$ cat src/rtl/vram_port.sv
// CPU/video arbitration front-end for a single-port character VRAM with write FIFO and read prefetch.
// Optional: define VRAM_AUTOINC_EN to post-increment ADDR on every DATA access.
module vram_port #(
  parameter int FIFO_DEPTH = 4,
  parameter int ADDR_WIDTH = 13
) (
  input  logic                  CLK,
  input  logic                  RESET,
  input  logic                  SEL,
  input  logic [1:0]            A,
  input  logic                  R_W_n,
  input  logic [7:0]            DI,
  output logic [7:0]            DO,
  input  logic                  VID_REQ,
  input  logic [ADDR_WIDTH-1:0] VID_A,
  output logic [7:0]            VID_Q,
  output logic                  VID_VALID,
  output logic [ADDR_WIDTH-1:0] RAM_A,
  output logic [7:0]            RAM_D,
  output logic                  RAM_WE,
  input  logic [7:0]            RAM_Q
);

  localparam int PTR_W = $clog2(FIFO_DEPTH);
  localparam int HI_W  = ADDR_WIDTH - 8;
  localparam int ENT_W = ADDR_WIDTH + 8;

  typedef enum logic [1:0] {IDLE, VID, CPU_RD, CPU_WR} state_t;

  state_t                state_reg;
  logic [ADDR_WIDTH-1:0] addr_reg, addr_next;
  logic [ADDR_WIDTH-1:0] pf_addr_reg;
  logic [7:0]            rdbuf_reg;
  logic                  rd_pend_reg, pf_issued_reg, overrun_reg;
  logic                  rd_vid_reg, rd_cpu_reg;
  logic [ENT_W-1:0]      fifo_mem [FIFO_DEPTH];
  logic [PTR_W-1:0]      wr_ptr_reg, rd_ptr_reg;
  logic [PTR_W:0]        count_reg;

  logic cpu_rd, cpu_wr, data_rd, data_wr, hi_wr, lo_wr, status_rd;
  logic fifo_empty, fifo_full, pop, push, pf_req, issue_rd;
  logic [ENT_W-1:0] head;
  logic [7:0]       status;

  assign cpu_rd    = SEL & R_W_n;
  assign cpu_wr    = SEL & ~R_W_n;
  assign lo_wr     = cpu_wr && (A == 2'd0);
  assign hi_wr     = cpu_wr && (A == 2'd1);
  assign data_wr   = cpu_wr && (A == 2'd2);
  assign data_rd   = cpu_rd && (A == 2'd2);
  assign status_rd = cpu_rd && (A == 2'd3);

  assign fifo_empty = (count_reg == '0);
  assign fifo_full  = (count_reg == (PTR_W+1)'(FIFO_DEPTH));
  assign head       = fifo_mem[rd_ptr_reg];

  // Video always wins; a prefetch only goes once every older write has reached RAM.
  assign pop      = !VID_REQ && !fifo_empty;
  assign push     = data_wr && (!fifo_full || pop);
  assign pf_req   = data_rd || hi_wr;
  assign issue_rd = !VID_REQ && fifo_empty && rd_pend_reg && !pf_issued_reg && !pf_req;

  assign status = {4'b0, overrun_reg, rd_pend_reg, fifo_empty, fifo_full};

  always_comb begin
    addr_next = addr_reg;
    if (lo_wr) begin
      addr_next = {addr_reg[ADDR_WIDTH-1:8], DI};
    end else if (hi_wr) begin
      addr_next = {DI[HI_W-1:0], addr_reg[7:0]};
    end
`ifdef VRAM_AUTOINC_EN
    else if (data_wr || data_rd) begin
      addr_next = addr_reg + ADDR_WIDTH'(1);
    end
`endif
  end

  always_comb begin
    DO = 8'h00;
    if (cpu_rd) begin
      case (A)
        2'd0:    DO = addr_reg[7:0];
        2'd1:    DO = 8'(addr_reg[ADDR_WIDTH-1:8]);
        2'd2:    DO = rdbuf_reg;
        default: DO = status;
      endcase
    end
  end

  always_ff @(posedge CLK) begin
    if (push) fifo_mem[wr_ptr_reg] <= {addr_reg, DI};
  end

  always_ff @(posedge CLK) begin
    if (RESET) begin
      state_reg     <= IDLE;
      addr_reg      <= '0;
      pf_addr_reg   <= '0;
      rdbuf_reg     <= 8'h00;
      rd_pend_reg   <= 1'b0;
      pf_issued_reg <= 1'b0;
      overrun_reg   <= 1'b0;
      rd_vid_reg    <= 1'b0;
      rd_cpu_reg    <= 1'b0;
      wr_ptr_reg    <= '0;
      rd_ptr_reg    <= '0;
      count_reg     <= '0;
      RAM_A         <= '0;
      RAM_D         <= 8'h00;
      RAM_WE        <= 1'b0;
      VID_Q         <= 8'h00;
      VID_VALID     <= 1'b0;
    end else begin
      addr_reg <= addr_next;

      if (status_rd)            overrun_reg <= 1'b0;
      else if (data_wr && !push) overrun_reg <= 1'b1;

      if (push) wr_ptr_reg <= wr_ptr_reg + 1'b1;
      if (pop)  rd_ptr_reg <= rd_ptr_reg + 1'b1;
      count_reg <= count_reg + (PTR_W+1)'(push) - (PTR_W+1)'(pop);

      RAM_WE <= 1'b0;
      if (VID_REQ) begin
        state_reg <= VID;
        RAM_A     <= VID_A;
      end else if (issue_rd) begin
        state_reg     <= CPU_RD;
        RAM_A         <= pf_addr_reg;
        pf_issued_reg <= 1'b1;
      end else if (pop) begin
        state_reg <= CPU_WR;
        RAM_A     <= head[ENT_W-1:8];
        RAM_D     <= head[7:0];
        RAM_WE    <= 1'b1;
      end else begin
        state_reg <= IDLE;
      end

      // RAM_Q arrives the cycle after the address; a newer prefetch request kills older reads.
      rd_vid_reg <= (state_reg == VID);
      rd_cpu_reg <= (state_reg == CPU_RD) && !pf_req;

      VID_VALID <= rd_vid_reg;
      if (rd_vid_reg) VID_Q <= RAM_Q;

      if (rd_cpu_reg && !pf_req) begin
        rdbuf_reg     <= RAM_Q;
        rd_pend_reg   <= 1'b0;
        pf_issued_reg <= 1'b0;
      end
      if (pf_req) begin
        pf_addr_reg   <= addr_next;
        rd_pend_reg   <= 1'b1;
        pf_issued_reg <= 1'b0;
      end
    end
  end

endmodule
$ cat config.mk
export PLATFORM = sky130hd
export DESIGN_NAME = vram_port
export DESIGN_NICKNAME = d
export VERILOG_FILES = /design/src/rtl/vram_port.sv
export SDC_FILE = /design/constraint.sdc
export NUM_CORES = 1
export LEC_CHECK = 0
export ABC_AREA = 1
export CAP_MARGIN = 10
export CORE_UTILIZATION = 45
export DETAILED_ROUTE_END_ITERATION = 8
export HOLD_SLACK_MARGIN = 0.12
export PLACE_DENSITY = 0.66
export SYNTH_ARGS = -nofsm -noshare
export SYNTH_HDL_FRONTEND = slang
export SYNTH_SLANG_ARGS = --single-unit
$ cat constraint.sdc
create_clock -name CLK -period 8.21 [get_ports CLK]
set_clock_uncertainty 0.05 [all_clocks]
set_input_delay 2.463 -clock CLK [delete_from_list [all_inputs] [get_ports CLK]]
set_output_delay 2.463 -clock CLK [all_outputs]
set_load 0.01 [all_outputs]
======== Word level (Yosys, flattened, before mapping) ========
Memories as Yosys holds them, arrays and structs flattened. A register that Yosys moved wholly into a read port is not among the register bits.
Index checks and enable logic that the tools add are counted.
storage, ports and cells
  input bits .............................. 36
  word-level logic and storage cells ...... 83
  register bits ........................... 79
  output and inout bits ................... 39
  memories kept ........................... 1
  bits in writable memories ............... 84
memory list
  name      words  width  read ports  clocked after memory_dff  write ports  RTL line  source
  fifo_mem  4      21     1           1                         1            36        logic [ENT_W-1:0] fifo_mem [FIFO_DEPTH];
cells by class
  bitwise gates (word level) .............. 5
  equality and inequality tests ........... 6
  multiplexer cells ....................... 17
  add/sub/neg operators ................... 4
  reduce and logical (&&, ||, !) cells .... 32
operator list
  cell                                           count
  two-way mux 13 bit                             5
  case mux 8 bit (3 select lines)                1
  logical AND 1 bit                              14
  two-way mux 2 bit                              4
  two-way mux 8 bit                              1
  == test 2 bit, second input constant           3
  zero test 1 bit                                6
  two-way mux 1 bit                              6
  OR reduction 3 bit                             2
  adder 2 x 1 -> 2 bit, second input constant    2
  == test 2 x 1 -> 1 bit, second input constant  2
  OR reduction 2 bit                             2
  adder 3 x 1 -> 3 bit                           1
  == test 3 bit, second input constant           1
  zero test 3 bit                                1
  inverter 1 bit                                 3
  AND reduction 3 bit                            1
  nonzero test 3 bit                             1
  subtractor 3 x 1 -> 3 bit                      1
  bitwise AND 1 bit                              2
  zero test 2 bit                                1
  logical OR 1 bit                               2
  AND reduction 2 bit                            1
  nonzero test 2 bit                             1

======== Depth between registers and ports, before layout ========
Gate-level depths: netlist (run 1).
  word-level depth ........................ 8
  depth in mapped cells ................... 12
  mapped depth without buffers ............ 12

======== Least setup slack after synthesis (run 1) ========
OpenSTA, ideal clock, no wires.
  path type ............................... input-to-output
  start point ............................. input port A[1]
  end point ............................... output port DO[1]
  data arrival time ....................... 3.137 ns
  stages on the path ...................... 5
  data required time ...................... 5.697 ns
  path buffers ............................ 0
  slack ................................... 2.560 ns
  cells stage by stage .................... nor2_2 inv_1 o221ai_1 o21ai_0 nor2_1
between the ends
  cells in the longest elaborated chain, start to end .. 3
  elaborated cells between the ends (all ways) .. 5
  classes of those cells .................. 2 x eq/ne; 2 x mux; 1 x reduce/logical
ends and longest elaborated chain
  item                                         RTL line  source
  start: declaration                           10        input logic [1:0] A,
  == test 2 bit, or another cell as far along  82        case (A)
  case mux 8 bit (3 select lines) (*)          82
  two-way mux 8 bit (*)                        81        if (cpu_rd) begin
  end: declaration                             13        output logic [7:0] DO,
Every way passes the cells marked *; elsewhere a longest branch is shown, timed or not.

======== Final worst setup path (run 1) ========
Same ends and word-level chain as after synthesis.

==> results_dict.tcl, run 1 <==
set metrics [dict create \
    first_iter_violations 316 \
    row_count 44 \
    grt_max_degree 44 \
    clock_path_buffers 2 \
    synthArstFlopShare_pct 0 \
    ir_drop_uv 157 \
    synth_edf_count 84 \
    io_pins 75 \
    synthCells 705 \
    yosysSeqAreaShare_pct 61.8 \
    drive_gt1_share_pct 6.75 \
    gp_congestion 0.941 \
    htreeDepth 4 \
    leakage_nw 3.18 \
    cts.sinks 165 \
    setup_violations 0 \
    grt_pass1_vias 4979 \
    initial_core_util_pct 46.2 \
    synth-seq-cells 165 \
    grt_usage_pct 23.0 \
    crit_family "buffers and inverters" \
    worst_slew_pin_slew_ns 1.17 \
    core_area_um2 14500 \
    cts_tree "yes" \
    path_cells "clkdlybuf4s50_1 > nor2_2 > inv_1 > o221ai_1 > o21ai_0 > nor2_1 > clkdlybuf4s50_1" \
    synth_top_cell_by_area "edfxtp_1" \
    area_delta_synth_final_pct 22.4 \
    die_area_um2 15400 \
    hold_buffers 0 \
    dp_hpwl_um 11000 \
    worstPathMaxFanout 7 \
    ys_warn_count 0 \
    routed_wl_um 16600 \
    critPathBufInv 3 \
    cts_resized 0 \
    postCtsSetupBuffers 0 \
    worst_setup_path_end_kind "output port" \
    die_w_um 124 \
    nFillCells 1303 \
    grt_pass1_wl_um 25900 \
    globalRoute.totalOverflow 0 \
    largest_register_ffs 84 \
    p_per_area_nw_per_um2 278 \
    clk-insertion-delay-late_ns 0.42 \
    fin_crit_ns 6.90 \
    fin_crit_sh_pct 84.1 \
    synthFlopType "edfxtp_1" \
    maxSlewHeadroom_pct 22.0 \
    hold_viol 0 \
    vias 5142 \
    place_area_um2 7600 \
    crit_slowest_cell "clkdlybuf4s50_1" \
    synth_area_um2 6710 \
    fp.dieH_um 124 \
    syn_avg_cell_area_um2 9.51 \
    diodes 0 \
    rsz0062_at_grt "no" \
    final_cell_mix "nand2_1 (131), edfxtp_1 (84), dfxtp_1 (81)" \
    min_path_type "flop to flop" \
    fin_setup_tns_ns 0 \
    synth_nets 748 \
    cpPeakStageDelay_ns 0.56 \
    layout_commonest_cell "nand2_1" \
    maxCapViolCount 0 \
    drv_slew 0 \
    path_clk_slew_ns 0.06 \
    top_register "fifo_mem" \
    yosysUniqueCellTypes 30 \
    cts_buffers 17 \
    firstDrtPassIters 4 \
    cp.arrival_ns 4.39 \
    port_buffers 74 \
    max_clock_freq_mhz 145 \
    wire_per_inst_um 17.1 \
    ys_top_cells_by_area "edfxtp_1 (38%), dfxtp_1 (24%), nand2_1 (7.3%)" \
    cp-start-kind "primary input" \
    utilization_pct 56.5 \
    cp_data_required_time_ns 5.70 \
    fin_area_um2 8210 \
    crit_top_cell "clkdlybuf4s50_1" \
    drcViolationCount 0 \
    antenna_found_initial 0 \
    path_class "primary input to output port" \
    synth_top_area_share_pct 37.6 \
    antenna_left 0 \
    root_buffer "clkbuf_16" \
    outcome "completed" \
    via_per_inst 5.31 \
    power.total_mw 2.28 \
    fin_nets 815 \
]
-- cell families after synthesis --
kind of cell	Yosys count	synth area share, %
adder cells (fa/ha/maj)	7	1.42
buffers and inverters	107	6.21
AND/OR/NAND/NOR	274	17.6
flip-flops	165	61.8
AO/OA/AOI/OAI	152	13.0
-- synthesized netlist by cell type (2+ instances only) --
library cell,instances
nand3_1,45
a2bb2oi_1,13
nor2_1,73
o22ai_1,14
ha_1,6
dfxtp_1,81
o21ai_0,59
clkbuf_1,22
nand4_1,13
edfxtp_1,84
nor2_4,2
nand2_1,131
buf_1,3
a21oi_1,39
o221ai_1,3
inv_2,4
buf_2,9
nor2_2,3
nand2_2,3
o21ai_1,10
inv_1,67
a21boi_1,13
-- power breakdown --
group          switching [mW]  leakage, nW  total, mW  internal, mW
Sequential             0.0386         1.43      0.971         0.933
Combinational           0.308         1.45      0.503         0.195
Clock                   0.306        0.298      0.806         0.500
Total                   0.653         3.18       2.28          1.63
-- worst paths after layout --
check                            endpoint                    start  cells after the start  slack [ns]
hold reg to reg     rd_cpu_reg$_SDFF_PP0_  state_reg[0]$_SDFF_PP0_                      1        0.37
setup / recovery                    DO[1]                     A[1]                      7        1.31
hold / removal      rd_cpu_reg$_SDFF_PP0_  state_reg[0]$_SDFF_PP0_                      1        0.37
setup reg to reg  count_reg[2]$_SDFF_PP0_  count_reg[1]$_SDFF_PP0_                     11        5.31
-- per-stage QoR --
step | worst slack (ns) | hold WS, ns | std cells
4_1_cts | 1.36 | 0.372 | 969
6_report | 1.31 | 0.368 | 969
3_5_place_dp | 1.37 | 0.364 | 937
2_1_floorplan | 2.56 | 0.340 | 705
5_1_grt | 1.22 | 0.383 | 969
3_3_place_gp | 1.41 | 0.355 | 937
-- layout make-up --
| class | instances | area [um2] | share of cell area [%] |
|---|---|---|---|
| clock buffers | 25 | 518 | 6.31 |
| repair buffers | 83 | 808 | 9.85 |
| flip-flops and latches | 165 | 4140 | 50.5 |
| clock inverters | 7 | 90.1 | 1.10 |
| well taps | 184 | 230 | 2.80 |
| multi-input cells | 433 | 2150 | 26.2 |
| inverters | 72 | 270 | 3.29 |
-- per-layer routing --
layer / share of wire [%] / track usage, % / vias to the layer above / wire, um
li1: - / - / 2523 / -
met5: 0 / 0 / - / 0
met2: 50 / 38.7 / 138 / 8280
met3: 4.0 / 3.75 / 25 / 663
met4: 1.9 / 9.08 / 0 / 321
met1: 44 / 29.6 / 2456 / 7350
(Power assumes the default switching activity.)
==> run 2, diff against run 1 <==
==> constraint.sdc (replaced) <==
create_clock -name CLK -period 6.8 [get_ports CLK]
set_clock_uncertainty 0.05 [all_clocks]
set_input_delay 2.04 -clock CLK [delete_from_list [all_inputs] [get_ports CLK]]
set_output_delay 2.04 -clock CLK [all_outputs]
set_load 0.01 [all_outputs]
==> run 2 against run 1 <==
Flip-flop and latch count stayed put. Routed wire length is 0.69% higher. Via count is 0.49% higher. Utilization is 0.23 points lower. Worst hold slack better by 0.0084 ns. First-iteration DRC count is 1.9% lower. Critical path depth stayed put.
==> results_dict.tcl, run 2 (synthesis results as in run 1) <==
set metrics [dict create \
    worstPathMaxFanout 7 \
    drcViolationCount 0 \
    htreeDepth 4 \
    routed_wl_um 16700 \
    drv_slew 0 \
    grt_pass1_vias 5125 \
    layout_commonest_cell "nand2_1" \
    row_count 44 \
    diodes 0 \
    outcome "completed" \
    fin_nets 817 \
    via_per_inst 5.32 \
    path_class "primary input to output port" \
    fp.dieH_um 124 \
    grt_use_met1_pct 29.8 \
    io_pins 75 \
    antenna_left 0 \
    globalRoute.totalOverflow 0 \
    use_met2_pct 38.5 \
    vias 5167 \
    hp-start "state_reg[1]$_SDFF_PP0_" \
    port_buffers 74 \
    firstDrtPassIters 5 \
    largest_register_ffs 84 \
    fin_crit_sh_pct 89.6 \
    grt_pass1_wl_um 26400 \
    grt.busiest_layer "met2" \
    ir_drop_uv 166 \
    reg2reg_slack_ns 4.28 \
    dp_hpwl_um 11000 \
    path_clk_slew_ns 0.07 \
    clock_path_buffers 2 \
    root_buffer "clkbuf_16" \
    place_area_um2 7610 \
    wire_per_inst_um 17.2 \
    cp_data_required_time_ns 4.71 \
    cp.arrival_ns 4.01 \
    first_iter_violations 310 \
    initial_core_util_pct 46.2 \
    reg2reg_from "count_reg[1]$_SDFF_PP0_" \
    fin_area_um2 8170 \
    rr_worst_depth 11 \
    final_cell_mix "nand2_1 (131), edfxtp_1 (84), dfxtp_1 (81)" \
    clk-insertion-delay-late_ns 0.42 \
    antenna_found_initial 0 \
    maxSlewHeadroom_pct 35.2 \
    leakage_nw 3.14 \
    core_area_um2 14500 \
    r2r-end "count_reg[2]$_SDFF_PP0_" \
    gp_congestion 0.939 \
    maxCapViolCount 0 \
    cts_tree "yes" \
    worst_slew_pin_slew_ns 0.971 \
    cp-start-kind "primary input" \
    area_delta_synth_final_pct 21.9 \
    max_clock_freq_mhz 164 \
    die_w_um 124 \
    p_per_area_nw_per_um2 328 \
    setup_violations 0 \
    grt_max_degree 44 \
    cts_buffers 17 \
    fin_crit_ns 6.10 \
    min_to "rd_vid_reg$_SDFF_PP0_" \
    die_area_um2 15400 \
    hold_buffers 0 \
    min_path_type "flop to flop" \
    worst_setup_path_end_kind "output port" \
    top_register "fifo_mem" \
    hold_viol 0 \
    rsz0062_at_grt "no" \
    grt_usage_pct 23.3 \
    gr-usage-met3_pct 4.62 \
    fin_setup_tns_ns 0 \
    postCtsSetupBuffers 0 \
    drive_gt1_share_pct 7.24 \
    hold_depth 1 \
    cts_resized 0 \
    cts.sinks 165 \
]
[run 2: layout make-up]
cell class                      count  area, um2
Fill cell                        1310       6360
Sequential cell                   165       4140
Multi-Input combinational cell    433       2150
Timing Repair Buffer               85        823
Clock buffer                       19        433
Inverter                           72        270
Tap cell                          184        230
Clock inverter                     13        126
[run 2: worst max path at each step]
stage          start     to  slack, ns  cells after the start
2_1_floorplan   A[1]  DO[1]       2.00                      5
3_3_place_gp    A[1]  DO[1]       0.85                      7
3_5_place_dp    A[1]  DO[1]       0.75                      7
4_1_cts         A[1]  DO[1]       0.73                      7
5_1_grt         A[1]  DO[1]       0.55                      7
6_report        A[1]  DO[1]       0.70                      7
[run 2: power breakdown]
| part | switching [mW] | internal, mW | total (mW) |
|---|---|---|---|
| Combinational | 0.371 | 0.238 | 0.610 |
| Sequential | 0.0487 | 1.13 | 1.17 |
| Clock | 0.392 | 0.508 | 0.900 |
| Total | 0.812 | 1.87 | 2.68 |
[run 2: critical path, stage by stage]
cell	delay, ns
clkdlybuf4s50_1	0.56
nor2_2	0.34
inv_1	0.13
o221ai_1	0.16
o21ai_0	0.12
nor2_1	0.10
clkdlybuf4s50_1	0.55
[run 2: per-stage QoR]
step | total power [mW] | util (%) | hold slack [ns] | setup WS [ns] | cells
2_1_floorplan | 1.54 | - | 0.340 | 2.00 | 705
3_3_place_gp | 1.78 | 52.4 | 0.357 | 0.849 | 939
3_5_place_dp | 1.80 | 52.4 | 0.367 | 0.746 | 939
4_1_cts | 2.70 | 56.2 | 0.377 | 0.734 | 971
5_1_grt | 2.81 | 56.2 | 0.387 | 0.547 | 971
6_report | 2.68 | 56.2 | 0.376 | 0.705 | 971
[run 2: per-layer routing]
layer	wire length, um	part of all wire, %
met4	371	2.2
met5	0	0
met3	672	4.0
met2	8240	49
met1	7440	44
